$ cat src/rtl/ber_sweep_scheduler.sv
// ber_sweep_scheduler
// Runs a BER/SNR sweep: selects the sigma index, paces frames from the block
// generator into the decoder one at a time, accumulates hard-decision bit
// errors against the all-zero codeword and emits one result packet per SNR point.
//
// state    | meaning
// ---------+---------------------------------------------------------------
// S_IDLE   | after reset, waiting for start
// S_ISSUE  | gen_ready high, waiting for the generator to hand over a frame
// S_DECODE | frame in the decoder, watchdog running
// S_ACCUM  | fold the frame's error count into the point accumulator
// S_REPORT | result packet offered to the FIFO, held until accepted
// S_DONE   | sweep finished, waiting for a new start

module ber_sweep_scheduler #(
  parameter int N                   = 204,
  parameter int SNR_PACKET_SIZE     = 4,
  parameter int ERR_CNT_PACKET_SIZE = 28,
  parameter int SNR_FIRST           = 0,
  parameter int SNR_LAST            = 10,
  parameter int MAX_FRAMES          = 100000,
  parameter int TARGET_ERR          = 1000,
  parameter int TIMEOUT_CYCLES      = 4095
) (
  input  logic                                          sys_clk,
  input  logic                                          rstn,
  input  logic                                          start,
  input  logic                                          gen_valid,
  output logic                                          gen_ready,
  input  logic                                          decode_termination,
  input  logic [N-1:0]                                  hard_decision,
  output logic [SNR_PACKET_SIZE-1:0]                    snr_sel,
  output logic [ERR_CNT_PACKET_SIZE+SNR_PACKET_SIZE-1:0] res_data,
  output logic                                          res_valid,
  input  logic                                          res_ready,
  output logic [19:0]                                   frame_cnt,
  output logic [7:0]                                    timeout_cnt,
  output logic                                          sweep_busy,
  output logic                                          sweep_done
);

  localparam int AW = ERR_CNT_PACKET_SIZE;
  localparam int SW = SNR_PACKET_SIZE;

  localparam logic [SW-1:0] SNR_FIRST_V  = SW'(SNR_FIRST);
  localparam logic [SW-1:0] SNR_LAST_V   = SW'(SNR_LAST);
  localparam logic [19:0]   MAX_FRAMES_V = 20'(MAX_FRAMES);
  localparam logic [AW-1:0] TARGET_V     = AW'(TARGET_ERR);
  localparam logic [AW-1:0] ACC_MAX      = '1;
  // Down-counter load: expiry lands on the TIMEOUT_CYCLES-th DECODE cycle.
  localparam logic [11:0]   WD_LOAD      = 12'(TIMEOUT_CYCLES - 1);
  localparam logic [7:0]    N_V          = 8'(N);

  typedef enum logic [2:0] {
    S_IDLE,
    S_ISSUE,
    S_DECODE,
    S_ACCUM,
    S_REPORT,
    S_DONE
  } state_t;

  state_t        state;
  logic [AW-1:0] err_acc;
  logic [7:0]    err_frame;
  logic [11:0]   wd_cnt;
  logic [7:0]    popcnt;
  logic [AW:0]   acc_sum;
  logic [AW-1:0] acc_next;
  logic [19:0]   frame_next;
  logic          point_done;

  // Number of ones in the decoder's hard decisions (bit errors vs all-zero).
  always_comb begin
    popcnt = '0;
    for (int i = 0; i < N; i++) begin
      popcnt = popcnt + 8'(hard_decision[i]);
    end
  end

  // Saturating accumulate and end-of-point decision used in S_ACCUM.
  always_comb begin
    acc_sum    = {1'b0, err_acc} + (AW+1)'(err_frame);
    acc_next   = acc_sum[AW] ? ACC_MAX : acc_sum[AW-1:0];
    frame_next = frame_cnt + 20'd1;
    point_done = (frame_next == MAX_FRAMES_V) || (acc_next >= TARGET_V);
  end

  // Sweep sequencer with registered outputs.
  always_ff @(posedge sys_clk or negedge rstn) begin
    if (!rstn) begin
      state       <= S_IDLE;
      snr_sel     <= SNR_FIRST_V;
      gen_ready   <= 1'b0;
      res_valid   <= 1'b0;
      res_data    <= '0;
      frame_cnt   <= '0;
      timeout_cnt <= '0;
      sweep_busy  <= 1'b0;
      sweep_done  <= 1'b0;
      err_acc     <= '0;
      err_frame   <= '0;
      wd_cnt      <= '0;
    end else begin
      case (state)
        S_IDLE, S_DONE: begin
          if (start) begin
            state       <= S_ISSUE;
            snr_sel     <= SNR_FIRST_V;
            err_acc     <= '0;
            frame_cnt   <= '0;
            timeout_cnt <= '0;
            gen_ready   <= 1'b1;
            sweep_busy  <= 1'b1;
            sweep_done  <= 1'b0;
          end
        end
        S_ISSUE: begin
          if (gen_valid && gen_ready) begin
            state     <= S_DECODE;
            gen_ready <= 1'b0;
            wd_cnt    <= WD_LOAD;
          end
        end
        S_DECODE: begin
          // A termination in the expiry cycle still counts as a real decode.
          if (decode_termination) begin
            err_frame <= popcnt;
            state     <= S_ACCUM;
          end else if (wd_cnt == 12'd0) begin
            err_frame <= N_V;
            if (timeout_cnt != 8'hFF) begin
              timeout_cnt <= timeout_cnt + 8'd1;
            end
            state <= S_ACCUM;
          end else begin
            wd_cnt <= wd_cnt - 12'd1;
          end
        end
        S_ACCUM: begin
          err_acc   <= acc_next;
          frame_cnt <= frame_next;
          if (point_done) begin
            state     <= S_REPORT;
            res_data  <= {acc_next, snr_sel};
            res_valid <= 1'b1;
          end else begin
            state     <= S_ISSUE;
            gen_ready <= 1'b1;
          end
        end
        S_REPORT: begin
          if (res_valid && res_ready) begin
            res_valid <= 1'b0;
            if (snr_sel == SNR_LAST_V) begin
              state      <= S_DONE;
              sweep_busy <= 1'b0;
              sweep_done <= 1'b1;
            end else begin
              snr_sel   <= snr_sel + SW'(1);
              err_acc   <= '0;
              frame_cnt <= '0;
              state     <= S_ISSUE;
              gen_ready <= 1'b1;
            end
          end
        end
        default: state <= S_IDLE;
      endcase
    end
  end

endmodule

$ cat config.mk
export PLATFORM = sky130hd
export DESIGN_NAME = ber_sweep_scheduler
export DESIGN_NICKNAME = d
export VERILOG_FILES = /design/src/rtl/ber_sweep_scheduler.sv
export SDC_FILE = /design/constraint.sdc
export NUM_CORES = 1
export LEC_CHECK = 0
export ABC_CLOCK_PERIOD_IN_PS = 8500
export BUFFER_PORTS_ARGS = -buffer_cell sky130_fd_sc_hd__buf_4
export CAP_MARGIN = 25
export CORE_MARGIN = 2
export CORE_UTILIZATION = 45
export CTS_CLUSTER_SIZE = 20
export DETAILED_ROUTE_END_ITERATION = 8
export GPL_TIMING_DRIVEN = 0
export PLACE_DENSITY_LB_ADDON = 0.3
export SYNTH_ARGS = -nofsm -noshare
export SYNTH_HDL_FRONTEND = slang
export SYNTH_SLANG_ARGS = --single-unit
$ cat constraint.sdc
create_clock -name sys_clk -period 8.5 [get_ports sys_clk]
set_input_delay 0.85 -clock sys_clk [delete_from_list [all_inputs] [get_ports sys_clk]]
set_output_delay 0.85 -clock sys_clk [all_outputs]
set_load 0.01 [all_outputs]
Word level (Yosys, flattened, before mapping)
Cells that the tools add are included.

operators by class
  equality and inequality tests = 20
  multiplexer cells = 48
  magnitude comparators = 1
  add/subtract/negate cells = 208
  bitwise gates (word level) = 0
  divide/modulo/power cells = 0
  shift operators = 0
  multiply operators = 0
  reduce and logical (&&, ||, !) cells = 23

operators with widths
  cell                                                                                   number
  8-bit by 1-bit adder with 8-bit output                                                 196
  28-bit 2-to-1 mux                                                                      4
  28-bit case mux with 3 select lines                                                    1
  20-bit 2-to-1 mux                                                                      3
  20-bit case mux with 3 select lines                                                    1
  8-bit 2-to-1 mux                                                                       6
  12-bit 2-to-1 mux                                                                      3
  28-bit by 8-bit adder with 29-bit output                                               1
  28-bit by 10-bit greater-or-equal comparator with 1-bit output, second input constant  1
  12-bit case mux with 2 select lines                                                    1
  2-bit inequality test, second input constant                                           11
  3-bit 2-to-1 mux                                                                       7
  20-bit by 1-bit adder with 20-bit output, second input constant                        1
  20-bit by 17-bit equality test with 1-bit output, second input constant                1
  4-bit AND reduction                                                                    5
  8-bit case mux with 2 select lines                                                     1
  3-bit case mux with 5 select lines                                                     1
  12-bit zero test                                                                       1
  1-bit 2-to-1 mux                                                                       12
  4-bit 2-to-1 mux                                                                       3
  12-bit by 1-bit subtractor with 12-bit output, second input constant                   1
  2-bit nonzero test                                                                     5
  7-bit by 1-bit adder with 8-bit output                                                 1
  8-bit by 1-bit adder with 8-bit output, second input constant                          1
  26 further kinds                                                                       32

storage, ports and cells
  memory bits (writable) = 0
  register bits after elaboration = 119
  latch bits = 0
  memories = 0
  input port bits = 210
  output and inout port bits = 68
  memory bits (read-only) = 0

Depth between registers and ports, before layout
Gate-level depths: netlist of run 1.

  word-level depth = 204
  mapped depth = 29

Worst setup path after synthesis of run 1
Ideal clock, no wire load.

  path type = input port to flip-flop
  start point = in hard_decision[35]
  end point = reg err_frame[7]
  data required time = 8.379 ns
  arrival = 8.037 ns
  cell stages on the path = 26
  path buffers = 0
  slack = 0.342 ns
  path through = inv_1 -> fa_1 -> inv_1 -> fa_1 -> fa_1 -> inv_1 -> fa_1 -> inv_1 -> fa_1 -> fa_1 -> fa_1 -> fa_1 -> fa_1 -> fa_1 -> inv_1 -> fa_1 -> inv_1 -> ha_1 -> a21o_1 -> a21oi_1 -> o21bai_1 -> a21oi_1 -> o21bai_1 -> a21oi_1 -> xnor2_1 -> o22a_1

between the ends
  word-level cells in the longest chain between the ends = 170

ends and longest elaborated chain
  item                                                   RTL line  text
  start: declaration                                     31        input logic [N-1:0] hard_decision,
  8-bit by 1-bit adder with 8-bit output (169 in a row)  77        popcnt = popcnt + 8'(hard_decision[i]);
  8-bit 2-to-1 mux                                       127       if (decode_termination) begin
  end signal: assignment                                 128       err_frame <= popcnt;
  end: declaration                                       65        logic [7:0] err_frame;

No other way between the ends.
A chain may end at the register's enable or synchronous reset.

Final worst setup path of run 1
Same ends and word-level chain as after synthesis.

==> run metrics, run 1 <==
# nets final 1,987; Max Slew Vio Count 0; non-filler cells in the finished layout 1,889; top-area cell type share of the netlist area a little under a third; router iterations before antenna repair 7; required time of the worst setup path around 8.8 ns; clock skew ~0.0062 ns; max_cap viols 0; synth top area cells fa_1 (32%), dfrtp_1 (25%), inv_1 (10%); Clock Tree Root clkbuf_16; post-synthesis sequential area ratio 24.82%; num ports between 200 and 300; Num CTS Buffers 17; final hold viol count 0; gr usage total 20.86%; Synth async-reset ratio 100.0%; Yosys reg bits 119; Post-DP HPWL 24.02 mm; GPL Wtd Cong around 0.92; RSZ-0062 raised after global routing false; post-route ant nets 0; gate count after technology mapping 1,245; Core Area approximately 0.026 mm^2; CTS Hold Bufs 0; average wire per standard cell 14.98 um; CTS HTree Levels 4; clk sink count between 100 and 150; largest net degree at the start of global routing 76; Synth Net Count roughly 1,700; site row count 59; Worst-Skew Late Latency 0.42 ns; fin crit period 8.077 ns; Tightest Hold Check Type input pin to async pin; final routed DRC violation total 9; Highest Clock Rate between 100 and 150 MHz; dominant synthesized flop cell dfrtp_1; worst slew pin tran between 0.9 and 1 ns; Inst Count DP 1,857; post-cts sizing count 0; starting density of the core between 40% and 50%; cell taking the most area after synthesis fa_1; Rel. slew slack 32.88%; critical path type input pin to flop; Post-synth EDFFs 0; TritonCTS clock tree done; failing checks DRC; mapped cell area 0.01200 mm^2; Netlist cell types 64; routed wire length 28.31 mm; final setup fails 0; total global routing overflow 0; die width roughly 170 um; most common cell in the netlist inv_1; vias in the first global route between 9,000 and 10,000; area grow syn2layout 26.10%; crit-path max FO 2; clk slew on worst S/H paths 0.05 ns; status finished, violations left; initial antenna violation count 0; share of cells above drive strength 1 21.81%; Setup Fix Bufs, Post-CTS 0; CTS Buffer Depth 2; 1st-iter DRT viols ~430; Die Span Y 167.3 um; Vias/cell 4.992; fin crit share between 90% and 100%; Avg Inst Size Synth 9.636 um^2; first-pass GRT wire length 46.78 mm; final core utilization 57.89%; yosys warns 0; die footprint 0.02798 mm^2; via count 9,430; I/O Buffers 276; Ant. Diodes 0; top post-synthesis cells by count inv_1 (330), fa_1 (191), dfrtp_1 (119), nand2_1 (89), o21ai_0 (65); CP Capture Type flop; Crit path arrival time 8.39 ns; CP startpoint kind input pin
==> registers in the layout, summed over array words and instances (netlist names) <==
| name | count |
|---|---|
| err_acc | 28 |
| err_frame | 8 |
| frame_cnt | 20 |
| gen_ready | 1 |
| res_data | 32 |
| res_valid | 1 |
| snr_sel | 4 |
| state | 3 |
| sweep_busy | 1 |
| sweep_done | 1 |
| timeout_cnt | 8 |
| wd_cnt | 12 |
==> cell type report <==
type                            instances  area [um^2]
Clock buffer                           24        511.7
Clock inverter                          8        92.59
Timing Repair Buffer                  277         2103
Multi-Input combinational cell        767         7651
Sequential cell                       119         2978
Fill cell                            2304        11010
Tap cell                              335        419.2
Inverter                              330         1239
Buffer                                 29        132.6
==> final timing paths <==
kind,from,end,slack [ns],cells past startpoint
worst min register to register,res_data[28],res_data[28],0.48,1
worst min-delay path,rstn,frame_cnt[10],0.34,1
min in group sys_clk,res_data[28],res_data[28],0.48,1
worst max register to register,err_acc[7],err_acc[21],4.35,13
max in group asynchronous,rstn,err_acc[3],7.45,2
worst max-delay path,hard_decision[35],err_frame[7],0.42,27
==> kinds of logic after synthesis <==
| logic type | count (synthesis) | share of synthesized area (%) |
|---|---|---|
| mux | 33 | 2.983 |
| buf+inv | 359 | 11.43 |
| compound gates | 196 | 10.40 |
| fa+ha+maj | 236 | 36.57 |
| simple gates | 264 | 11.02 |
| xor+xnor | 38 | 2.774 |
| flops | 119 | 24.82 |
==> metrics by stage <==
stage	cell area [um^2]	setup TNS, ns	setup WS (ns)	hold WS [ns]
finish	15130	0	0.4227	0.3406
global route	15130	0	0.03918	0.3829
CTS	15120	0	0.3161	0.3547
detailed placement	14520	-0.1446	-0.1446	0.4717
global placement	14490	-0.05028	-0.05028	0.4633
floorplan	12000	0	0.3418	0.4538
==> placed cells by master, fill, tap and decap left out, types with 7 or more instances in the layout <==
cell type / Yosys / routed
inv_1: 330 / 330
ha_1: 45 / 45
clkbuf_1: 17 / 18
mux2i_1: 11 / 11
nand2b_1: 7 / 7
nand2_1: 89 / 89
fa_1: 191 / 191
a21oi_1: 38 / 37
mux2_2: 7 / 7
and3_1: 15 / 15
a21o_1: 14 / 14
o21ai_0: 65 / 65
dfrtp_1: 119 / 119
nand3_1: 18 / 18
clkbuf_16: 0 / 17
a22o_1: 13 / 13
or3_1: 9 / 9
a31oi_1: 8 / 8
xor2_1: 19 / 19
xnor2_1: 19 / 19
and2_1: 9 / 9
nand4_1: 14 / 14
buf_4: 2 / 277
nor3_1: 19 / 19
nor2_1: 51 / 51
nor4_1: 7 / 7
mux2_1: 15 / 15
==> routing by layer <==
layer / part of all wire [%] / up-vias / track usage (%)
li1: - / 4508 / -
met1: 40 / 4583 / 25.83
met2: 51 / 297 / 36.35
met3: 6.8 / 42 / 4.727
met4: 2.4 / 0 / 6.730
met5: 0 / - / 0
==> critical path: stages <==
cell      delay (ns)
buf_4           0.07
inv_1           0.04
fa_1            0.54
inv_1           0.06
fa_1            0.43
fa_1            0.54
inv_1           0.05
fa_1            0.53
inv_1           0.05
fa_1            0.51
fa_1            0.45
fa_1            0.56
fa_1            0.53
fa_1            0.52
fa_1            0.54
inv_1           0.05
fa_1            0.52
inv_1           0.06
ha_1            0.29
a21o_1          0.17
a21oi_2         0.19
o21bai_1        0.10
a21oi_1         0.22
o21bai_1        0.09
a21oi_1         0.17
xnor2_1         0.08
o22a_1          0.17
Power of run 1 is not shown: default switching activity piles up to over one toggle a cycle in this logic, so the estimate is an artifact.
==> run 2: changes to the inputs <==
--- a/config.mk
+++ b/config.mk
@@ -12,7 +12,7 @@
 export CORE_UTILIZATION = 45
 export CTS_CLUSTER_SIZE = 20
 export DETAILED_ROUTE_END_ITERATION = 8
-export GPL_TIMING_DRIVEN = 0
+export GPL_TIMING_DRIVEN = 1
 export PLACE_DENSITY_LB_ADDON = 0.3
 export SYNTH_ARGS = -nofsm -noshare
 export SYNTH_HDL_FRONTEND = slang
==> run 2 against run 1 <==
Effect of this change: the run still ends with DRC left; critical path depth unchanged; global-route usage down 0.62 points; maximum frequency increased by 0.92%; flip-flop and latch count is the same; routed wire length fell by 2.8%; final cell count down 1.1%; worst hold slack improved by 0.10 ns; register-to-register slack lost 0.29 ns; worst setup slack gained 0.074 ns; via count shrank 0.11%.
==> run metrics, run 2 (synthesis gave the netlist of run 1 again) <==
status finished, violations left; failing checks DRC; I/O Buffers 277 (+0.36%); GRT met2 Usage 35.61% (-0.74 points); area grow syn2layout 25.58%; leading registers by flop count res_data x32, err_acc x28, frame_cnt x20; max_cap viols 0 (unchanged); fin crit share 94.16% (-0.87 points); Highest Clock Rate 124.9 MHz (+0.92%); Clock Tree Root clkbuf_16; Vias/cell 5.043 (+1.0%); Post-DP HPWL 22.87 mm (-4.8%); final setup fails 0 (unchanged); Worst-Skew Late Latency 0.42 ns (about the same); Die Span Y 167.3 um (unchanged); clock skew 0.01030 ns (+0.004091 ns); R2R Path Start err_acc[7]; critical path type input pin to flop; Crit path arrival time 8.31 ns (-0.08 ns); RR Endpoint res_data[0]; CTS Hold Bufs 0 (unchanged); area taken by multi-input logic gates 0.007654 mm^2 (about the same); TritonCTS clock tree done; Ant. Diodes 0 (unchanged); met3 Track Usage GR 4.656% (-0.071 points); met1 Use GR 24.81% (-1.0 points); Tightest Hold Check Type input pin to async pin; Fillers 2,289 (-0.65%); CP Capture Type flop; GR peak layer met2; worst slew pin tran 1.002 ns (+0.02037 ns); total global routing overflow 0 (unchanged); die width 167.3 um (unchanged); RSZ-0062 raised after global routing false; initial antenna violation count 0 (unchanged); vias in the first global route 9,881 (+0.47%); CTS Buffer Depth 2 (unchanged); R2R Setup Slk 4.06 ns (-0.29 ns); first-pass GRT wire length 45.79 mm (-2.1%); post-route ant nets 0 (unchanged); critical path endpoint err_frame[7]; 1st-iter DRT viols 417 (-2.8%); via count 9,420 (-0.11%); site row count 59 (unchanged); router iterations before antenna repair 7 (unchanged); fin crit period 8.003 ns (-0.07390 ns); most flop-heavy register res_data; share of cells above drive strength 1 21.92% (+0.10 points); final routed DRC violation total 9 (unchanged); sequential cell area 0.002978 mm^2 (unchanged); worst reg-to-reg path cell count 9 (-4); most frequent cells in the layout inv_1 (330), buf_4 (285), fa_1 (191); crit-path max FO 2 (unchanged); largest net degree at the start of global routing 72 (-5.3%); commonest non-fill, non-tap cell in the layout inv_1; Num CTS Buffers 17 (unchanged); clk slew on worst S/H paths 0.06 ns (about the same); Rel. slew slack 31.48% (-1.4 points); required time of the worst setup path 8.80 ns (about the same); Setup Fix Bufs, Post-CTS 0 (unchanged); setup TNS 0 ns (unchanged); CTS HTree Levels 4 (unchanged); Largest register FFs 32 (unchanged); Max Slew Vio Count 0 (unchanged); post-cts sizing count 0 (unchanged); # nets final 1,966 (-1.1%); GPL Wtd Cong 0.8567 (-6.7%); gr usage total 20.24% (-0.62 points); routed wire length 27.51 mm (-2.8%); num ports 278 (unchanged); PnR worst setup slack 0.4966 ns (+0.07390 ns); final hold viol count 0 (unchanged); CP startpoint kind input pin; Crit. Startpoint hard_decision[53]; starting density of the core 45.91% (unchanged); clk sink count 119 (unchanged); die footprint 0.02798 mm^2 (unchanged); Place WS 0.01848 ns (+0.1631 ns); Core Area 0.02613 mm^2 (unchanged); average wire per standard cell 14.72 um (-1.7%)
==> run 2: cell types whose count changed in the layout (fill, tap and decap cells not counted), sizes merged <==
cell	before	now
buf	288	285
bufinv	2	5
clkbuf	42	19
clkinv	5	4
clkinvlp	1	4
==> run 2: critical path, cell delays in order <==
cell      delay (ns)
buf_4           0.12
fa_1            0.52
inv_1           0.05
fa_1            0.49
inv_1           0.05
fa_1            0.42
fa_1            0.54
inv_1           0.05
fa_1            0.53
inv_1           0.05
fa_1            0.51
fa_1            0.46
fa_1            0.54
fa_1            0.52
fa_1            0.54
inv_1           0.05
fa_1            0.52
inv_1           0.07
ha_1            0.29
a21o_1          0.15
a21oi_1         0.18
o21bai_1        0.09
a21oi_1         0.19
o21bai_1        0.09
a21oi_1         0.17
xnor2_1         0.08
o22a_1          0.17
==> run 2: how the worst min path moves through the flow <==
stage          slack (ns)  depth (start not counted)    startpoint           end
2_1_floorplan        0.45                          2  err_frame[4]  err_frame[4]
3_3_place_gp         0.46                          1  res_data[28]  res_data[28]
3_5_place_dp         0.48                          1  res_data[27]  res_data[27]
4_1_cts              0.46                          1          rstn  frame_cnt[8]
5_1_grt              0.50                          1          rstn  frame_cnt[8]
6_report             0.44                          1          rstn  frame_cnt[8]
==> run 2: area by class of cell <==
type | count | share of cell area [%]
repair buffers | 285 | 14.20
well taps | 335 | 2.782
flip-flops and latches | 119 | 19.77
clock inverters | 13 | 1.354
multi-input cells | 767 | 50.80
clock buffers | 19 | 2.874
inverters | 330 | 8.222
==> run 2: per-layer routing <==
metal	wire length, um	up-vias
met4	595	0
met3	1814	38
met1	11020	4624
met2	14070	302
met5	0	-
li1	-	4456
==> run 2: per-stage QoR <==
stage	util (%)	cell area (um^2)	cells	hold slack (ns)
2_1_floorplan	-	12000	1245	0.4538
3_3_place_gp	55.21	14430	1836	0.4641
3_5_place_dp	55.21	14430	1836	0.4755
4_1_cts	57.65	15070	1868	0.4649
5_1_grt	57.65	15070	1868	0.5003
6_report	57.65	15070	1868	0.4430
Power of run 2 is left out for the same reason.
==> run 3: changes to the inputs <==
--- a/config.mk
+++ b/config.mk
@@ -8,6 +8,7 @@
 export ABC_CLOCK_PERIOD_IN_PS = 8500
 export BUFFER_PORTS_ARGS = -buffer_cell sky130_fd_sc_hd__buf_4
 export CAP_MARGIN = 25
+export CORE_ASPECT_RATIO = 0.8
 export CORE_MARGIN = 2
 export CORE_UTILIZATION = 45
 export CTS_CLUSTER_SIZE = 20
==> run 3 against run 2 <==
Effect of this change: non-clock buffer count rose by 2; global-route usage grew 0.21 points; critical path type unchanged; the flow now finishes without violations; worst hold slack worse by 0.039 ns; register-to-register slack worse by 0.09 ns; worst setup slack got worse by 0.026 ns; final area about the same; utilization shrank 0.34 points; via count is 1.2% lower; maximum frequency shrank 0.32%; routed wire length rose by 2.0%; flip-flop and latch count unchanged; final cell count up 1.2%.
==> run metrics, run 3 (synthesis gave the netlist of run 1 again) <==
status complete, no violations; Num CTS Buffers 17 (unchanged); Largest register FFs 32 (unchanged); Most common cell on crit path fa_1; worst slew pin tran 0.9398 ns (-0.06205 ns); R2R Path Start err_frame[7]; leading registers by flop count res_data x32, err_acc x28, frame_cnt x20; fin crit share 94.46% (+0.30 points); crit-path max FO 2 (unchanged); Post-DP HPWL 23.42 mm (+2.4%); non-filler cells in the finished layout 1,891 (+1.2%); critical path type input pin to flop; area taken by multi-input logic gates 0.007654 mm^2 (unchanged); fin crit period 8.029 ns (+0.02582 ns); most frequent cells in the layout inv_1 (330), buf_4 (285), fa_1 (191); Vias/cell 4.922 (-2.4%); routed wire length 28.05 mm (+2.0%); die footprint 0.02799 mm^2 (about the same); Buf/Inv on CP 7 (unchanged); site row count 53 (-10%); first-pass GRT wire length 45.99 mm (+0.44%); post-cts sizing count 0 (unchanged); Crit path arrival time 8.33 ns (+0.02 ns); Fillers 2,336 (+2.1%); CP Capture Type flop; via count 9,307 (-1.2%); GRT met2 Usage 33.17% (-2.4 points); 1st-iter DRT viols 488 (+17%); router iterations before antenna repair 5 (-2); met1 Use GR 28.71% (+3.9 points); final hold viol count 0 (unchanged); clock skew 0.009167 ns (-0.001138 ns); Core Area 0.02626 mm^2 (+0.49%); Crit path max-delay family adder cells; RR Endpoint res_data[1]; max_cap viols 0 (unchanged); I/O Buffers 277 (unchanged); die width 186.5 um (+12%); most flop-heavy register res_data; final setup fails 0 (unchanged); average wire per standard cell 14.83 um (+0.72%); RSZ-0062 raised after global routing false; # nets final 1,968 (+0.10%); CTS Hold Bufs 0 (unchanged); Highest Clock Rate 124.5 MHz (-0.32%); TritonCTS clock tree done; R2R Setup Slk 3.97 ns (-0.09 ns); met3 Track Usage GR 3.917% (-0.74 points); final core utilization 57.31% (-0.34 points); required time of the worst setup path 8.80 ns (about the same); Clock Tree Root clkbuf_16; CP max stage cell fa_1; sequential cell area 0.002978 mm^2 (unchanged); commonest non-fill, non-tap cell in the layout inv_1; CTS Buffer Depth 2 (unchanged); crit-path max cell delay 0.55 ns (about the same); gr usage total 20.44% (+0.21 points); GR peak layer met2; Worst-Skew Late Latency 0.41 ns (about the same); total global routing overflow 0 (unchanged); clk slew on worst S/H paths 0.05 ns (about the same); initial antenna violation count 0 (unchanged); post-route ant nets 0 (unchanged); starting density of the core 45.68% (-0.22 points); Die Span Y 150.0 um (-10%); GPL Wtd Cong 0.9090 (+6.1%); share of cells above drive strength 1 22.03% (+0.12 points); Tightest Hold Check Type input pin to async pin; worst reg-to-reg path cell count 9 (unchanged); largest net degree at the start of global routing 82 (+14%); Max Slew Vio Count 0 (unchanged); num ports 278 (unchanged); final routed DRC violation total 0 (-9); clk sink count 119 (unchanged); CTS HTree Levels 4 (unchanged); CP startpoint kind input pin; area grow syn2layout 25.46% (about the same); Ant. Diodes 0 (unchanged); Rel. slew slack 35.73% (+4.2 points); Setup Fix Bufs, Post-CTS 0 (unchanged); Inst Count DP 1,859 (+1.3%); vias in the first global route 9,550 (-3.3%)
[run 3: changes by cell type in the layout (fill, tap and decap cells not counted)]
cell / delta
clkbuf_1: -1
clkinv_2: +1
bufinv_16: -5
clkinvlp_4: -2
clkbuf_8: +6
buf_6: +1
buf_16: +1
[run 3: per-stage QoR]
step	area [um^2]	worst slack [ns]	hold slack [ns]	setup TNS, ns
2_1_floorplan	12000	0.3418	0.4538	0
3_3_place_gp	14460	0.05959	0.4672	0
3_5_place_dp	14470	-0.01840	0.4721	-0.01840
4_1_cts	15020	0.4195	0.4147	0
5_1_grt	15050	0.05412	0.4367	0
6_report	15050	0.4708	0.4044	0
[run 3: worst max-delay path by stage]
stage | depth (start not counted) | from | slack (ns) | to
floorplan | 26 | hard_decision[35] | 0.34 | err_frame[7]
global placement | 27 | hard_decision[35] | 0.06 | err_frame[7]
detailed placement | 27 | hard_decision[53] | -0.02 | err_frame[7]
CTS | 27 | hard_decision[53] | 0.42 | err_frame[7]
global route | 27 | hard_decision[35] | 0.05 | err_frame[7]
finish | 27 | hard_decision[53] | 0.47 | err_frame[7]
[run 3: final cells by class]
type / count / share of cell area (%)
multi-input cells: 767 / 50.85
flip-flops and latches: 119 / 19.79
repair buffers: 287 / 14.47
inverters: 330 / 8.230
clock buffers: 24 / 3.400
well taps: 357 / 2.968
clock inverters: 7 / 0.2910
[run 3: routing by layer]
| metal | routed length [um] | up-vias |
|---|---|---|
| met5 | 0 | - |
| met4 | 367 | 0 |
| met3 | 1494 | 29 |
| met2 | 13440 | 251 |
| met1 | 12750 | 4564 |
| li1 | - | 4463 |
Power of run 3 is left out for the same reason.
